### src/rtl/mealy_seq_detector.sv
// Serial pattern detector with a same-cycle Mealy match, a registered copy and
// a saturating match counter. The pattern is reloadable at run time.
module mealy_seq_detector #(
  parameter int unsigned        PAT_W    = 4,
  parameter logic [PAT_W-1:0]   PAT_INIT = PAT_W'(4'b1011),
  parameter bit                 OVERLAP  = 1'b1,
  parameter int unsigned        CNT_W    = 8
) (
  input  logic                     clk,
  input  logic                     reset,
  input  logic                     in_valid,
  input  logic                     x,
  input  logic                     pat_load,
  input  logic [PAT_W-1:0]         pat_in,
  output logic                     match,
  output logic                     match_q,
  output logic [CNT_W-1:0]         match_cnt,
  output logic [$clog2(PAT_W)-1:0] fill
);

  localparam int unsigned     FW       = $clog2(PAT_W);
  localparam logic [FW-1:0]   FILL_MAX = FW'(PAT_W - 1);

  logic [PAT_W-1:0] pat_q,  pat_d;
  logic [PAT_W-2:0] hist_q, hist_d;
  logic [FW-1:0]    fill_q, fill_d;
  logic             mq_q,   mq_d;
  logic [CNT_W-1:0] cnt_q,  cnt_d;
  logic [PAT_W-1:0] window;

  // Newest bit enters at the LSB, so the oldest history bit lines up with pat MSB.
  assign window = {hist_q, x};
  assign match  = in_valid & ~pat_load & ~reset &
                  (fill_q == FILL_MAX) & (window == pat_q);

  always_comb begin
    pat_d  = pat_q;
    hist_d = hist_q;
    fill_d = fill_q;
    mq_d   = 1'b0;
    cnt_d  = cnt_q;
    if (pat_load) begin
      pat_d  = pat_in;
      hist_d = '0;
      fill_d = '0;
    end else if (in_valid) begin
      if (match && !OVERLAP) begin
        hist_d = '0;
        fill_d = '0;
      end else begin
        hist_d = window[PAT_W-2:0];
        fill_d = (fill_q == FILL_MAX) ? fill_q : fill_q + 1'b1;
      end
      mq_d = match;
      if (match && (cnt_q != '1)) begin
        cnt_d = cnt_q + 1'b1;
      end
    end
  end

  always_ff @(posedge clk) begin
    if (reset) begin
      pat_q  <= PAT_INIT;
      hist_q <= '0;
      fill_q <= '0;
      mq_q   <= 1'b0;
      cnt_q  <= '0;
    end else begin
      pat_q  <= pat_d;
      hist_q <= hist_d;
      fill_q <= fill_d;
      mq_q   <= mq_d;
      cnt_q  <= cnt_d;
    end
  end

  assign match_q   = mq_q;
  assign match_cnt = cnt_q;
  assign fill      = fill_q;

endmodule

### config.mk
export PLATFORM = sky130hd
export DESIGN_NAME = mealy_seq_detector
export DESIGN_NICKNAME = d
export VERILOG_FILES = /design/src/rtl/mealy_seq_detector.sv
export SDC_FILE = /design/constraint.sdc
export NUM_CORES = 1
export LEC_CHECK = 0
export CORE_UTILIZATION = 47
export CTS_CLUSTER_DIAMETER = 120
export CTS_CLUSTER_SIZE = 10
export DETAILED_ROUTE_END_ITERATION = 8
export PLACE_DENSITY_LB_ADDON = 0.15
export REMOVE_ABC_BUFFERS = 1
export SKIP_LAST_GASP = 1
export SYNTH_ARGS = -nofsm -noshare
export SYNTH_HDL_FRONTEND = slang
export SYNTH_SLANG_ARGS = --single-unit
### constraint.sdc
create_clock -name clk -period 2.05 [get_ports clk]
set_input_delay 0.3075 -clock clk [delete_from_list [all_inputs] [get_ports clk]]
set_output_delay 0.3075 -clock clk [all_outputs]
set_load 0.02 [all_outputs]
==> results.ini <==
[status]
status = finished, final reports clean

[global_route]
antenna_found_initial = 0
grt_pass1_wl_um = 3350
grt_pass1_vias = 733
grt_max_degree = 15
overflow = 0
gr-usage-all-layers_pct = 23.0

[synthesis]
synth_top_family_by_area = simple AND/OR/NAND/NOR gates
synth_compound_area_share_pct = 15.2
yosys_warnings = 0
synthAdderAreaFrac_pct = 2.87
syn_area_per_cell_sq_um = 9.36
synthTopCellsByArea = dfxtp_1, mux2i_1, nor3_1
synth_cells = 93
synth-xor-area-share_pct = 5.03
synth_top_area_share_pct = 41.4
muxShareOfSynthArea_pct = 9.20
ys_types = 30
synth_seq_cells = 18
seq_area_frac_synth_pct = 41.4
synthSimpleGateAreaFrac_pct = 22.7
netlist_area_sq_um = 871
synth_area_leader_cell = dfxtp_1

[routing]
maxUsedRoutingLayer = met4
drt-total-wl_um = 2010
wl_met3_um = 61
postRouteAntennaNets = 0
dr.first_iter.drc_count = 23
wl_met1_um = 935
wl_met2_um = 974
post_drt_wl_per_cell_um = 13.3
drc = 0
first_pass_iters = 4
via_per_inst = 5.61
vias = 847

[sta]
tightest_slew_ns = 0.453
drv_slew = 0
skew_ns = 0.00638
hold_violations = 0
setup_ws_ns = 0.143
fin_crit_ns = 1.91
setup_viol = 0
fin_crit_sh_pct = 93.0
slew_headroom_pct = 69.6
fmax_ghz = 0.524
rsz0062_at_grt = false

[final_layout]
diodes = 0
instances_no_fill = 151
final_common_cell = clkdlybuf4s50_1
nets = 138
layout_common_cells = clkdlybuf4s50_1, dfxtp_1, buf_4
syn_to_final_growth_pct = 38.5
drive_gt1_share_pct = 15.1

[critical_path]
cp_data_required_time_ns = 1.74
worst_setup_path_end_kind = output port
crit_type = reg -> out
worstPathMaxFanout = 2
cp.arrival_ns = 1.60
r2r_setup_slack_ns = 0.18
cp-start-kind = flip-flop

[clock_tree]
clock_latency_ns = 0.30
numCtsBuffers = 3
cts.sinks = 18
post_cts_buffers = 0
htree_num_levels = 1
clk_pin_slew_worst_paths_ns = 0.10
cts_tree = built
cts.path.max_buffers = 2
cts_root_buf = clkbuf_4

[pwr]
internal_power_uw = 503
switching_share_pct = 22.9
p_leak_uw = 0.000456
seqPwrFrac_pct = 55.3
p_clk_share_pct = 34.3
peakVddDrop_uv = 445
powerDensity_nw_per_um2 = 541
p_comb_share_pct = 10.4
p_sw_uw = 150

[floorplan]
core.rowCount = 15
io_pins = 21
dieArea_sq_um = 2030
die_h_um = 45.0
die_w_um = 45.0
core_sq_um = 1730
start_util_pct = 50.4

[placement]
dp_slack_ns = -0.284
place_congestion = 0.840
numPortBuffers = 20
place_inst = 147
dp_hpwl_um = 1530

[hold_path]
hold_class = reg -> reg

[job]
drv_cap = 0

==> logic make-up after synthesis <==
family          after synthesis
compound gates               18
fa+ha+maj                     2
xor+xnor                      5
simple gates                 36
buf+inv                       6
flops                        18
mux                           8
==> power by group through the flow <==
stage / Sequential (uW) / Clock [uW] / Combinational [uW]
after floorplan: 370 / 0 / 25.5
after global routing: 362 / 238 / 75.0
after detailed placement: 370 / 0 / 67.9
after global placement: 369 / 0 / 65.8
final: 361 / 224 / 68.2
after CTS: 361 / 228 / 68.5
==> Yosys cell counts, drive strengths merged <==
cell	instances
a211oi	2
a21oi	3
a311o	1
a311oi	3
a31oi	4
a41oi	1
and2	2
and3	3
buf	2
clkbuf	1
dfxtp	18
ha	2
inv	3
mux2i	8
nand2	5
nand2b	2
nand3	5
nor2	4
nor2b	2
nor3	7
nor4	2
o311ai	1
o31ai	2
o41ai	1
or3	2
or4	2
xnor2	4
xor2	1
==> cell type report <==
class	instances	area (sq um)
multi-input combinational	69	482
fill	155	520
timing repair buffer	32	285
inverter	3	11.3
tap	25	31.3
sequential	18	360
clock buffer	4	36.3
==> state kept, by name, indices dropped and copies added (netlist names) <==
| name | count |
|---|---|
| match_cnt | 8 |
| match_q | 1 |
| hist_q | 3 |
| pat_q | 4 |
| fill | 2 |
==> repair_timing <==
action | in CTS | in global routing
hold buffers | 0 | 0
setup endpoints to repair | 1 | 1
resized for setup | 4 | 1
endpoints found under the hold margin | 0 | 0
==> worst max-delay path, stage by stage, from the launching register on <==
cell,delay (ns)
dfxtp_1,0.34
ha_1,0.19
nand2b_1,0.09
or3_1,0.39
nor2_2,0.12
buf_2,0.17
==> metal layers <==
metal / up-vias / track usage (%)
met4: 0 / 12.7
met3: 5 / 2.80
li1: 422 / -
met1: 394 / 30.9
met2: 26 / 35.7
met5: - / 0
==> final timing paths <==
path	end	start	cells past startpoint
setup / recovery	match	fill[0]$_SDFFE_PP0P_	5
hold / removal	pat_q[1]$_SDFFE_PP1P_	pat_q[1]$_SDFFE_PP1P_	2
setup reg to reg	match_cnt[4]$_SDFFE_PP0P_	fill[0]$_SDFFE_PP0P_	6
hold reg to reg	pat_q[1]$_SDFFE_PP1P_	pat_q[1]$_SDFFE_PP1P_	2
==> per-stage QoR <==
stage	area, sq um	utilization [%]	hold WS (ns)	setup TNS, ns	total power, uW
after floorplan	851	-	0.377	0	396
after global placement	1170	67.9	0.483	-0.412	435
after detailed placement	1170	67.9	0.491	-0.485	437
after CTS	1200	69.7	0.517	0	658
after global routing	1210	69.9	0.552	0	676
final	1210	69.9	0.506	0	653
No activity file was read; power rests on OpenSTA's default activity.
